$ cat config.mk
export PLATFORM = sky130hd
export DESIGN_NAME = wptr_ctrl
export DESIGN_NICKNAME = d
export VERILOG_FILES = /design/src/rtl/wptr_ctrl.sv
export SDC_FILE = /design/constraint.sdc
export NUM_CORES = 1
export LEC_CHECK = 0
export ABC_AREA = 1
export CELL_PAD_IN_SITES_DETAIL_PLACEMENT = 0
export CELL_PAD_IN_SITES_GLOBAL_PLACEMENT = 1
export CORE_MARGIN = 8
export CORE_UTILIZATION = 29
export DETAILED_ROUTE_END_ITERATION = 16
export PLACE_DENSITY_LB_ADDON = 0.1
export SYNTH_ARGS = -nofsm -noshare
export SYNTH_HDL_FRONTEND = slang
export SYNTH_SLANG_ARGS = --single-unit
$ cat constraint.sdc
create_clock -name wclk -period 2.55 [get_ports wclk]
set_input_delay 0.51 -clock wclk [delete_from_list [all_inputs] [get_ports wclk]]
set_output_delay 0.51 -clock wclk [all_outputs]
set_load 0.1 [all_outputs]
$ cat src/rtl/wptr_ctrl.sv
// wptr_ctrl: write-side pointer/flag controller (optional sticky overflow via WPTR_OVF_EN)
module wptr_ctrl #(
    parameter int PTR_WIDTH = 3,
    parameter int AF_LEVEL  = 6
) (
    input  logic                 wclk,
    input  logic                 wrst,
    input  logic                 w_en,
    input  logic [PTR_WIDTH:0]   g_rptr_sync,
    input  logic                 ovf_clr,
    output logic                 w_accept,
    output logic [PTR_WIDTH-1:0] waddr,
    output logic [PTR_WIDTH:0]   b_wptr,
    output logic [PTR_WIDTH:0]   g_wptr,
    output logic                 full,
    output logic                 almost_full,
    output logic [PTR_WIDTH:0]   wlevel,
    output logic                 overflow
);
    localparam logic [PTR_WIDTH:0] DEPTH_W = (PTR_WIDTH+1)'(1 << PTR_WIDTH);
    localparam logic [PTR_WIDTH:0] AF_W    = (PTR_WIDTH+1)'(AF_LEVEL);
    logic               accept;
    logic [PTR_WIDTH:0] b_next, g_next, rbin, level_next;
    // next pointers and occupancy; read pointer decoded from Gray by MSB-down XOR prefix
    always_comb begin
        accept     = w_en & ~full;
        b_next     = b_wptr + {{PTR_WIDTH{1'b0}}, accept};
        g_next     = b_next ^ (b_next >> 1);
        rbin       = g_rptr_sync;
        for (int i = PTR_WIDTH - 1; i >= 0; i--) rbin[i] = rbin[i+1] ^ g_rptr_sync[i];
        level_next = b_next - rbin;
    end
    assign w_accept = accept & ~wrst;
    assign waddr    = b_wptr[PTR_WIDTH-1:0];
    // pointers and flags recomputed every cycle so flags track the read side without writes
    always_ff @(posedge wclk) begin
        if (wrst) begin
            b_wptr      <= '0;
            g_wptr      <= '0;
            wlevel      <= '0;
            full        <= 1'b0;
            almost_full <= 1'b0;
        end else begin
            b_wptr      <= b_next;
            g_wptr      <= g_next;
            wlevel      <= level_next;
            full        <= level_next >= DEPTH_W;
            almost_full <= level_next >= AF_W;
        end
    end
`ifdef WPTR_OVF_EN
    // sticky overflow: a dropped write beats a clear in the same cycle
    always_ff @(posedge wclk) begin
        if (wrst) overflow <= 1'b0;
        else overflow <= (w_en & full) ? 1'b1 : (ovf_clr ? 1'b0 : overflow);
    end
`else
    logic unused_ovf_clr;
    assign unused_ovf_clr = ovf_clr;
    assign overflow       = 1'b0;
`endif
endmodule
# Word-level counts from Yosys, hierarchy flattened
# Cells that the tools add are included.
# op_classes
bitwise,8
shifts,0
eq_ne,0
n_lt_le_gt_ge,2
div,0
addsub,2
muxes,0
n_reduce_logical,0
multipliers,0
# ops
op,count
$add A4 B1 Y4,1
$ge A4 B3 Y1 const B,1
$ge A4 B4 Y1 const B,1
$sub A4 B4 Y4,1
$xor A4 B3 Y4,1
$xor A1 B1 Y1,3
$and A1 B1 Y1,2
$not A1 Y1,2
# word_totals
regBits,14
word_cells,17
latch_bits,0
memories,0
ramBits,0
romBits,0

# Longest topological paths before layout
# logic_depth
word_depth,5
ltp_mapped,15
mapped_depth_nobuf,15

# Worst setup path after synthesis
# OpenSTA, ideal clock, no wires.
# synth_timing
kind,reg2out
start,reg full
end,out w_accept
path_stages_with_launch,2
required_ns,2.040
path_slack_ns,-0.828
arrival_ns,2.868
path_cell_list,dfxtp_1 -> nor3_1
# synth_between
elab_chain_cells,3
# synth_rtl
item,line_no,rtl
"start, declared",15,"output logic full,"
"start signal, assigned",41,full <= 1'b0;
"start signal, assigned",47,full <= level_next >= DEPTH_W;
$not A1 Y1,26,accept = w_en & ~full;
$and A1 B1 Y1,26,
$and A1 B1 Y1,33,assign w_accept = accept & ~wrst;
"end, declared",11,"output logic w_accept,"
# No other way between the ends.

# Final worst setup path
# layout_timing
start,in w_en
end,reg almost_full
# layout_between
elab_chain_cells,4
# layout_rtl
item,line_no,rtl
"start, declared",8,"input logic w_en,"
$and A1 B1 Y1,26,
$add A4 B1 Y4,27,"b_next = b_wptr + {{PTR_WIDTH{1'b0}}, accept};"
via b_next[2],23,"logic [PTR_WIDTH:0] b_next, g_next, rbin, level_next;"
$sub A4 B4 Y4,31,level_next = b_next - rbin;
$ge A4 B3 Y1,48,almost_full <= level_next >= AF_W;
"end signal, assigned",42,almost_full <= 1'b0;
"end signal, assigned",48,
"end, declared",16,"output logic almost_full,"
# The timed path passes the listed nets, and every way through them passes these cells.
# A chain may end at the register's enable or synchronous reset.

==> metrics.md <==
| Metric | Value |
|---|---|
| DP HPWL | 1240 µm |
| Placed Area | slightly above 900 µm² |
| Setup crit start kind | primary input |
| Synth unique cells | 20 |
| Critical path's top delay family | adder cells |
| # rows | 17 |
| Hold Startpoint | b_wptr[0] |
| Vias/cell | 4.05 |
| CP Cell Sequence | clkdlybuf4s50_1 > inv_1 > nor2_1 > ha_1 > ha_1 > xor2_2 > ha_1 > inv_1 > nor2_1 > nand3_1 > nand2_1 > nand2_1 > nand3_2 > nand2_1 |
| N_diodes | 0 |
| Io pins | 27 |
| Final nets | 130 |
| Cell Area, Synth | around 680 µm² |
| Tmin final | 2.29 ns |
| Pin count of the biggest net entering global routing | 8 |
| Cell area power density | about 780 nW/µm² |
| Synthesized Nets | roughly 100 |
| CP bufs+invs | 3 |
| Drt drc | 0 |
| Stages on worst setup path | 14 |
| Seq/Total Area, Yosys | 35.1% |
| H-tree depth | 1 |
| Routability Congestion | 0.737 |
| Primary FF master, synth | dfxtp_1 |
| Overflow left after global routing | 0 |
| Hold-fix buffers, CTS | 0 |
| Antenna-violating nets left | 0 |
| Total power | around 740 µW |
| Final hold vios | 0 |
| WP data required | between 2 and 3 ns |
| Worst-path clk slew | 0.07 ns |
| Synth top area cells | dfxtp_1, ha_1, inv_1, nand2_1, buf_4 |
| Setup violators final | 0 |
| Initial DRC count | 19 |
| Synthesized area per cell | around 7.7 µm² |
| CTS tree | done |
| DRT Pass-1 Iters | 2 |
| Period utilisation layout | 89.7% |
| RSZ-0062 raised after global routing | false |
| Status | finished clean |
| Worst r2r path cells | 12 |
| Setup TNS | 0 ns |
| Fin area | roughly 950 µm² |
| Worst Hold Path EP | b_wptr[0] |
| P&R area growth vs syn | 39.1% |
| Maxcap violations | 0 |
| Initial antenna violation count | 0 |
| Die Y-Extent | about 65 µm |
| Total core area | about 2200 µm² |
| Fmax | approximately 440 MHz |
| Critical path capture point type | flip-flop |
| Initial Utilization | a little under a third |
| Slowest-stage cell, CP | clkdlybuf4s50_1 |
| Clock latency at the later pin of the worst-skew pair | 0.26 ns |
| Number of CTS-inserted buffers | 3 |
| Critical path type | in -> reg |
| Clock root buffer master | clkbuf_4 |
| Cts repair resizes | 0 |
| Hold WS | between 0.6 and 0.7 ns |
| R2R setup slack | 0.61 ns |
| Final setup margin | about 0.26 ns |
| Share of layout cells above drive strength 1 | approximately 36% |
| Width of the die | 64.6 µm |
| Worst Hold Depth | 3 |
| Critical Path AT | between 2 and 2.5 ns |
| PortBufs | 24 |
| Post-synth EDFFs | 0 |
| Die area | approximately 4200 µm² |
| Max clock buf depth | 2 |
| First-pass GRT wire length | between 2000 and 2500 µm |
| Setup bufs post-CTS | 0 |
| Leading area contributor after synthesis | dfxtp_1 |
| Post-synthesis async set-or-reset flop share | 0% |
| Final WL | between 1000 and 1500 µm |
| Slew Viols, Final | 0 |
| Share of the synthesized area in the top cell type | 35.1% |
| Type of the most critical hold path | reg -> reg |
| Reg2reg start | full |
| Total global-route track usage | between 7 and 8% |
| Maximum vdd drop | approximately 0.00035 V |
| Ys Warns | 0 |
| Max incr delay on CP | roughly 0.4 ns |
| Synthesized instance count | slightly below 90 |
| Leak | between 0.0005 and 0.0006 µW |
| Sink Count | 12 |
| Post-DR wirelength/cell | 9.85 µm |
| Pre-CTS setup slack | -0.0401 ns |
| Worst flop-to-flop path endpoint | almost_full |
| Worst Path Max Fanout | 3 |
| Setup Skew | 0.00114 ns |
| Yosys reg bits | 12 |
| Vias in the first global route | approximately 560 |
| Fillers | between 200 and 250 |
| Vias | just under 600 |
sequential cells by signal, summed over array words and instances, names as in the netlist:
signal,count
almost_full,1
b_wptr,4
full,1
g_wptr,3
wlevel,3
routing by layer:
layer,part of all wire (%),global-route usage [%],vias up
li1,-,-,314
met1,43,7.71,251
met2,49,12.0,12
met3,5.7,2.23,2
met4,1.9,5.72,0
met5,0,0,-
placed cells by master (no fill, tap or decap):
master / count
inv_1: 15
buf_4: 23
nand2_2: 2
clkdlybuf4s50_1: 6
a21oi_1: 4
buf_12: 1
ha_1: 5
nand3_2: 4
nor2_1: 10
nand2_1: 13
dfxtp_2: 1
xnor2_1: 2
nand2_4: 2
clkbuf_4: 3
dfxtp_1: 11
xor2_1: 1
nor3_2: 1
nand3_1: 5
nor2_2: 1
o21ai_0: 1
inv_2: 2
xor2_2: 1
conb_1: 1
worst max path at each step:
stage / startpoint / endpoint / slack [ns]
4_1_cts: w_en / almost_full / 0.25
6_report: w_en / almost_full / 0.26
5_1_grt: w_en / almost_full / 0.12
3_3_place_gp: w_en / almost_full / -0.01
3_5_place_dp: w_en / almost_full / -0.04
2_1_floorplan: b_wptr[0] / almost_full / 0.10
layout make-up:
| cell class | instances | area, µm² | share of cell area (%) |
|---|---|---|---|
| Clock buffer | 3 | 22.5 | 2.37 |
| Inverter | 17 | 63.8 | 6.70 |
| Multi-Input combinational cell | 53 | 337 | 35.3 |
| Sequential cell | 12 | 241 | 25.4 |
| Tap cell | 28 | 35.0 | 3.68 |
| Timing Repair Buffer | 30 | 253 | 26.5 |
report_power, final:
group          total [µW]  internal (µW)  switching, µW  leakage (µW)
combinational         409           96.4            312      0.000407
sequential            222            212           9.87     0.0000991
clock                 109           54.5           55.0     0.0000138
synth_stat cells, types with 2 or more instances:
library cell,count
nand3_2,4
a21oi_1,4
inv_1,15
nand2_2,2
xnor2_1,2
ha_1,5
buf_4,6
nand2_1,13
nand2_4,2
nand3_1,5
dfxtp_1,12
inv_2,2
nor2_1,10
cells by family (layout without fill, tap and decap cells):
group                      after synthesis  in the layout  share of synthesized area, %
AOI/OAI and AO/OA                        5              5                          3.66
buffers and inverters                   24             50                          16.5
other                                    1              1                         0.548
xor gates and xnor gates                 4              4                          6.22
DFF                                     12             12                          35.1
adders and majority gates                5              5                          9.14
and+or+nand+nor                         38             38                          28.9
metrics by stage:
stage / util (%) / instances
after floorplan: - / 89
after global placement: 41.6 / 140
after detailed placement: 41.6 / 140
after CTS: 42.6 / 143
after global routing: 42.6 / 143
final: 42.6 / 143
worst register-to-register path: stages, from the launching register on:
cell	delay (ns)
dfxtp_2	0.36
nor2_1	0.05
ha_1	0.20
ha_1	0.22
xor2_2	0.19
ha_1	0.31
inv_1	0.07
nor2_1	0.09
nand3_1	0.11
nand2_1	0.08
nand2_1	0.06
nand3_2	0.06
nand2_1	0.05
Power figures use the tool's default switching activity.
